<file path="config.mk">
export PLATFORM = sky130hd
export DESIGN_NAME = decode_stage
export DESIGN_NICKNAME = d
export VERILOG_FILES = /design/src/rtl/decode_stage.sv
export SDC_FILE = /design/constraint.sdc
export NUM_CORES = 1
export LEC_CHECK = 0
export CORE_MARGIN = 4
export CORE_UTILIZATION = 51
export CTS_CLUSTER_SIZE = 28
export DETAILED_ROUTE_END_ITERATION = 10
export PLACE_DENSITY_LB_ADDON = 0.15
export SLEW_MARGIN = 10
export SYNTH_ARGS = -nofsm -noshare
export SYNTH_HDL_FRONTEND = slang
export SYNTH_SLANG_ARGS = --single-unit
</file>
<file path="constraint.sdc">
create_clock -name clk -period 7.5 [get_ports clk]
set_clock_uncertainty 0.15 [all_clocks]
set_input_delay 0.75 -clock clk [delete_from_list [all_inputs] [get_ports clk]]
set_output_delay 0.75 -clock clk [all_outputs]
set_load 0.01 [all_outputs]
</file>
<file path="src/rtl/decode_stage.sv">
// RV32 decode stage: decodes accepted fetch words in the cycle they arrive, buffers the
// control bundle in a DEPTH-entry FIFO and hands the head entry to execute.
module decode_stage #(
    parameter int DEPTH  = 2,
    parameter bit MUL_EN = 1'b1,
    parameter bit CSR_EN = 1'b1,
    parameter int CNT_W  = 32
) (
    input  logic             clk,
    input  logic             reset,
    input  logic             in_valid,
    output logic             in_ready,
    input  logic [31:0]      in_instr,
    input  logic [31:0]      in_pc,
    input  logic             flush,
    output logic             out_valid,
    input  logic             out_ready,
    output logic [31:0]      out_pc,
    output logic [3:0]       out_class,
    output logic [2:0]       out_funct3,
    output logic             out_sub_arith,
    output logic [31:0]      out_imm,
    output logic [4:0]       out_rs1,
    output logic [4:0]       out_rs2,
    output logic [4:0]       out_rd,
    output logic             out_wb_en,
    output logic             out_illegal,
    output logic [CNT_W-1:0] decoded_cnt
);

    localparam int PTR_W = $clog2(DEPTH);
    localparam logic [PTR_W:0] FULL_COUNT = (PTR_W + 1)'(DEPTH);

    typedef enum logic [3:0] {
        CLS_LUI     = 4'd0,
        CLS_AUIPC   = 4'd1,
        CLS_JAL     = 4'd2,
        CLS_JALR    = 4'd3,
        CLS_BRANCH  = 4'd4,
        CLS_LOAD    = 4'd5,
        CLS_STORE   = 4'd6,
        CLS_ALUI    = 4'd7,
        CLS_ALU     = 4'd8,
        CLS_MUL     = 4'd9,
        CLS_FENCE   = 4'd10,
        CLS_SYSTEM  = 4'd11,
        CLS_ILLEGAL = 4'd15
    } cls_e;

    typedef struct packed {
        logic [31:0] pc;
        cls_e        cls;
        logic [2:0]  funct3;
        logic        sub_arith;
        logic [31:0] imm;
        logic [4:0]  rs1;
        logic [4:0]  rs2;
        logic [4:0]  rd;
        logic        wb_en;
    } entry_t;

    entry_t           mem [DEPTH];
    entry_t           dec;
    entry_t           head;
    logic [PTR_W-1:0] wr_ptr;
    logic [PTR_W-1:0] rd_ptr;
    logic [PTR_W:0]   count;
    logic             push;
    logic             pop;

    // ---------------- combinational decode of the incoming word ----------------
    logic [6:0] opcode;
    logic [2:0] funct3;
    logic [6:0] funct7;

    assign opcode = in_instr[6:0];
    assign funct3 = in_instr[14:12];
    assign funct7 = in_instr[31:25];

    always_comb begin
        // NOTE: every field gets a default before the case so no path leaves one unassigned (no latches).
        dec        = '0;
        dec.pc     = in_pc;
        dec.funct3 = funct3;
        dec.rs1    = in_instr[19:15];
        dec.rs2    = in_instr[24:20];
        dec.rd     = in_instr[11:7];
        dec.cls    = CLS_ILLEGAL;

        // Every listed opcode ends in 2'b11, so a compressed/invalid low pair falls to default.
        case (opcode)
            7'b0110111: dec.cls = CLS_LUI;
            7'b0010111: dec.cls = CLS_AUIPC;
            7'b1101111: dec.cls = CLS_JAL;
            7'b1100111: dec.cls = CLS_JALR;
            7'b1100011: if (funct3 != 3'b010 && funct3 != 3'b011) dec.cls = CLS_BRANCH;
            7'b0000011: if (funct3 != 3'b011 && funct3 < 3'b110) dec.cls = CLS_LOAD;
            7'b0100011: if (funct3 < 3'b011) dec.cls = CLS_STORE;
            7'b0010011: dec.cls = CLS_ALUI;
            7'b0110011: begin
                if (funct7 == 7'b0000000 || funct7 == 7'b0100000)
                    dec.cls = CLS_ALU;
                else if (funct7 == 7'b0000001 && MUL_EN)
                    dec.cls = CLS_MUL;
            end
            7'b0001111: dec.cls = CLS_FENCE;
            7'b1110011: if (CSR_EN) dec.cls = CLS_SYSTEM;
            default:    dec.cls = CLS_ILLEGAL;
        endcase

        case (dec.cls)
            CLS_LUI, CLS_AUIPC:
                dec.imm = {in_instr[31:12], 12'b0};
            CLS_JAL:
                dec.imm = {{12{in_instr[31]}}, in_instr[19:12], in_instr[20], in_instr[30:21], 1'b0};
            CLS_JALR, CLS_LOAD, CLS_ALUI, CLS_SYSTEM:
                dec.imm = {{20{in_instr[31]}}, in_instr[31:20]};
            CLS_BRANCH:
                dec.imm = {{20{in_instr[31]}}, in_instr[7], in_instr[30:25], in_instr[11:8], 1'b0};
            CLS_STORE:
                dec.imm = {{20{in_instr[31]}}, in_instr[31:25], in_instr[11:7]};
            default:
                dec.imm = '0;
        endcase

        case (dec.cls)
            CLS_LUI, CLS_AUIPC, CLS_JAL, CLS_JALR, CLS_LOAD,
            CLS_ALUI, CLS_ALU, CLS_MUL, CLS_SYSTEM: dec.wb_en = 1'b1;
            default:                                dec.wb_en = 1'b0;
        endcase

        dec.sub_arith = (dec.cls == CLS_ALU || dec.cls == CLS_ALUI) && in_instr[30];
    end

    // ---------------- FIFO control ----------------
    assign out_valid = (count != '0);
    assign pop       = out_valid & out_ready;
    assign in_ready  = ((count < FULL_COUNT) | pop) & ~flush & ~reset;
    assign push      = in_valid & in_ready;

    always_ff @(posedge clk) begin
        if (reset) begin
            count       <= '0;
            wr_ptr      <= '0;
            rd_ptr      <= '0;
            decoded_cnt <= '0;
        end else begin
            if (pop)
                decoded_cnt <= decoded_cnt + CNT_W'(1);
            if (flush) begin
                count  <= '0;
                wr_ptr <= '0;
                rd_ptr <= '0;
            end else begin
                if (push)
                    wr_ptr <= wr_ptr + 1'b1;
                if (pop)
                    rd_ptr <= rd_ptr + 1'b1;
                case ({push, pop})
                    2'b10:   count <= count + 1'b1;
                    2'b01:   count <= count - 1'b1;
                    default: count <= count;
                endcase
            end
        end
    end

    // NOTE: entry storage has no reset; the outputs are masked by out_valid instead.
    always_ff @(posedge clk) begin
        if (push)
            mem[wr_ptr] <= dec;
    end

    // ---------------- head entry, zero whenever nothing is held ----------------
    assign head = out_valid ? mem[rd_ptr] : '0;

    assign out_pc        = head.pc;
    assign out_class     = head.cls;
    assign out_funct3    = head.funct3;
    assign out_sub_arith = head.sub_arith;
    assign out_imm       = head.imm;
    assign out_rs1       = head.rs1;
    assign out_rs2       = head.rs2;
    assign out_rd        = head.rd;
    assign out_wb_en     = head.wb_en;
    assign out_illegal   = out_valid && (head.cls == CLS_ILLEGAL);

endmodule

</file>
==> results.cfg <==
[yosys]
yosys.area_share.simple_pct = 12.8
synth_flop_cell = edfxtp_1
yosys-top-cells-count = 176 x edfxtp_1, 127 x nor2_1, 89 x mux2i_1
ys_seq_area_share_pct = 66.8
synth_mux_area_share_pct = 9.88
ys_ff_latch = 213
synth_top_family_by_area = simple AND/OR/NAND/NOR gates
synth.net_count = 742
syn_inst = 671
synth_edf_count = 176
synthXorXnorAreaFrac_pct = 3.11
synthAdderAreaFrac_pct = 0.277
syn_avg_cell_area_um2 = 13.4
synth_top_area_share_pct = 58.6
synth.most_common_cell = edfxtp_1
async_flop_share_pct = 0
synthTopCellsByArea = edfxtp_1 59%, mux2i_1 9.9%, dfxtp_1 8.2%, nor2_1 5.3%, xor2_1 2.1%
ys_types = 57
synth_top_area_cell = edfxtp_1
netlist_area_um2 = 9020
yosys_warnings = 0
synth_compound_area_share_pct = 5.04

[global_route]
grt_start_max_net_pins = 89
grt_pass1_vias = 6048
antenna_found_initial = 0
overflow = 0
track_usage_pct = 19.6
grt_pass1_wl_mm = 31.6

[clock_tree]
tritoncts = built
cts_root_buf = clkbuf_16
clkSinkCount = 213
clock_latency_ns = 0.49
clk_pin_slew_ns = 0.06
postCtsHoldBufs = 0
cts_buffer_depth = 3
cts_made_buffers = 23
cts.repair.resized = 0
htreeDepth = 1
post_cts_buffers = 0

[sta]
final.period_utilization_pct = 54.1
worst_slew_margin_rel_pct = 20.8
drv_slew = 0
setup_tns_ns = 0
finalHoldViolCount = 0
worst_pin_slew_ns = 1.19
max_freq_mhz = 247
setup_violations = 0
fin_crit_ns = 4.05
rsz0062_at_grt = false

[worst_setup_path]
cp_top_family = buffers and inverters
worstPathArrival_ns = 3.15
slowest_delay_ns = 0.99
cp_num_buf_inv = 2
critPathLaunchType = flop
crit_cells = 4
cp_cell_sequence = buf_4 -> mux2i_1 -> nor2_1 -> clkdlybuf4s50_1
cp_data_required_time_ns = 6.60
ff2ff_path_depth = 4
endpoint_kind = primary output
crit_type = reg2out
critical_path.max_fanout = 56
cp_slowest_cell = dfxtp_4

[cells_and_area]
fin_util_pct = 68.3
nNetsFinal = 928
area_growth_pct = 30.9
drive_gt1_share_pct = 7.10
fin_area_um2 = 11800
diodes = 0
fillerInstances = 1232

[routing]
viasPerCell = 5.33
postRouteWirelength_mm = 19.7
dr.pass1.iters = 4
ant_nets = 0
routedWlPerCell_um = 18.0
vias = 5848
drc = 0
drtIter0Drc = 331

[place]
place_congestion = 0.830
place_area_um2 = 11100
hpwl_mm = 13.2
portBuffers = 191

[pwr]
vdd_drop_max_mv = 0.152
p_per_area_nw_per_um2 = 208
p_leak_uw = 0.00391

[floorplan]
io_pins = 192
core_um2 = 17300
dieArea_um2 = 19900
start_util_pct = 52.1
die_w_um = 141
rows = 48
die_h_um = 141

[job]
drv_cap = 0

[hold_path]
min_path_type = reg2reg
hold_depth = 2

[status]
status = finished clean
cells in the final DEF, fill, tap and decap left out, types with 2 or more instances in the layout:
master / instances
a21boi_0: 2
a21o_1: 22
a21oi_1: 9
a22o_1: 5
a31o_2: 2
a32o_1: 2
and2_1: 11
and2_2: 2
and3_1: 7
and4_1: 5
buf_4: 5
clkbuf_1: 5
clkbuf_16: 23
clkbuf_8: 4
clkdlybuf4s50_1: 191
clkinv_1: 3
clkinv_2: 3
clkinvlp_4: 2
dfxtp_1: 36
edfxtp_1: 176
ha_1: 2
inv_1: 4
mux2i_1: 89
nand2_1: 22
nand2b_1: 2
nand3_1: 15
nand4_1: 6
nor2_1: 124
nor2_4: 5
nor2b_1: 5
nor3_1: 10
nor3_2: 2
nor4_1: 3
nor4b_1: 2
o21ai_0: 7
or3_1: 5
xnor2_1: 10
xor2_1: 22
per-layer routing:
| metal | track usage (%) | vias up | wire length (um) |
|---|---|---|---|
| li1 | - | 2824 | - |
| met2 | 32.9 | 160 | 9750 |
| met5 | 0 | - | 0 |
| met1 | 26.7 | 2829 | 8520 |
| met4 | 4.39 | 0 | 408 |
| met3 | 3.70 | 35 | 1040 |
registers in the layout (all words and copies together) (netlist names), named ones only:
| name | cells |
|---|---|
| count | 2 |
| decoded_cnt | 32 |
| mem | 176 |
| rd_ptr | 1 |
| wr_ptr | 1 |
worst min-delay path, cell delays in order, from the launching register on:
cell and delay (ns):
dfxtp_1 0.33, o21ai_0 0.07, a21oi_1 0.06
final timing paths:
kind	from	to	slack [ns]
hold / removal	decoded_cnt[17]	decoded_cnt[17]	0.36
setup reg to reg	count[1]	mem[0][75]	4.63
setup / recovery	flop	out_imm[7]	3.45
hold reg to reg	decoded_cnt[17]	decoded_cnt[17]	0.36
cell families (layout without fill, tap and decap cells):
logic type                 Yosys count  in the layout
AOI/OAI and AO/OA                   59             59
xor gates and xnor gates            32             32
adders and majority gates            2              2
buffers and inverters               40            242
DFF                                213            213
muxes                               89             89
and+or+nand+nor                    236            236
per-stage QoR:
| stage | cells | total power [uW] | setup WS [ns] | hold WS [ns] |
|---|---|---|---|---|
| 3_3_place_gp | 1057 | 1450 | 3.63 | 0.326 |
| 3_5_place_dp | 1057 | 1450 | 3.55 | 0.345 |
| 2_1_floorplan | 671 | 1380 | 1.70 | 0.361 |
| 6_report | 1098 | 2450 | 3.45 | 0.357 |
| 4_1_cts | 1098 | 2470 | 3.43 | 0.353 |
| 5_1_grt | 1098 | 2530 | 3.29 | 0.388 |
report_power, final:
part	leakage (uW)	internal (uW)	total, uW	switching [uW]
clock	0.000339	606	1030	422
combinational	0.00166	63.1	128	64.8
sequential	0.00191	1290	1300	4.95
total	0.00391	1960	2450	492
final cells by class:
class                   count  area, um2  area share, %
clock buffers              33        657           5.56
multi-input cells         418       2830           24.0
clock inverters             8       41.3          0.350
repair buffers            196       1950           16.5
well taps                 225        282           2.38
flip-flops and latches    213       6030           51.1
inverters                   5       18.8          0.159
No activity file was read; power rests on OpenSTA's default activity.
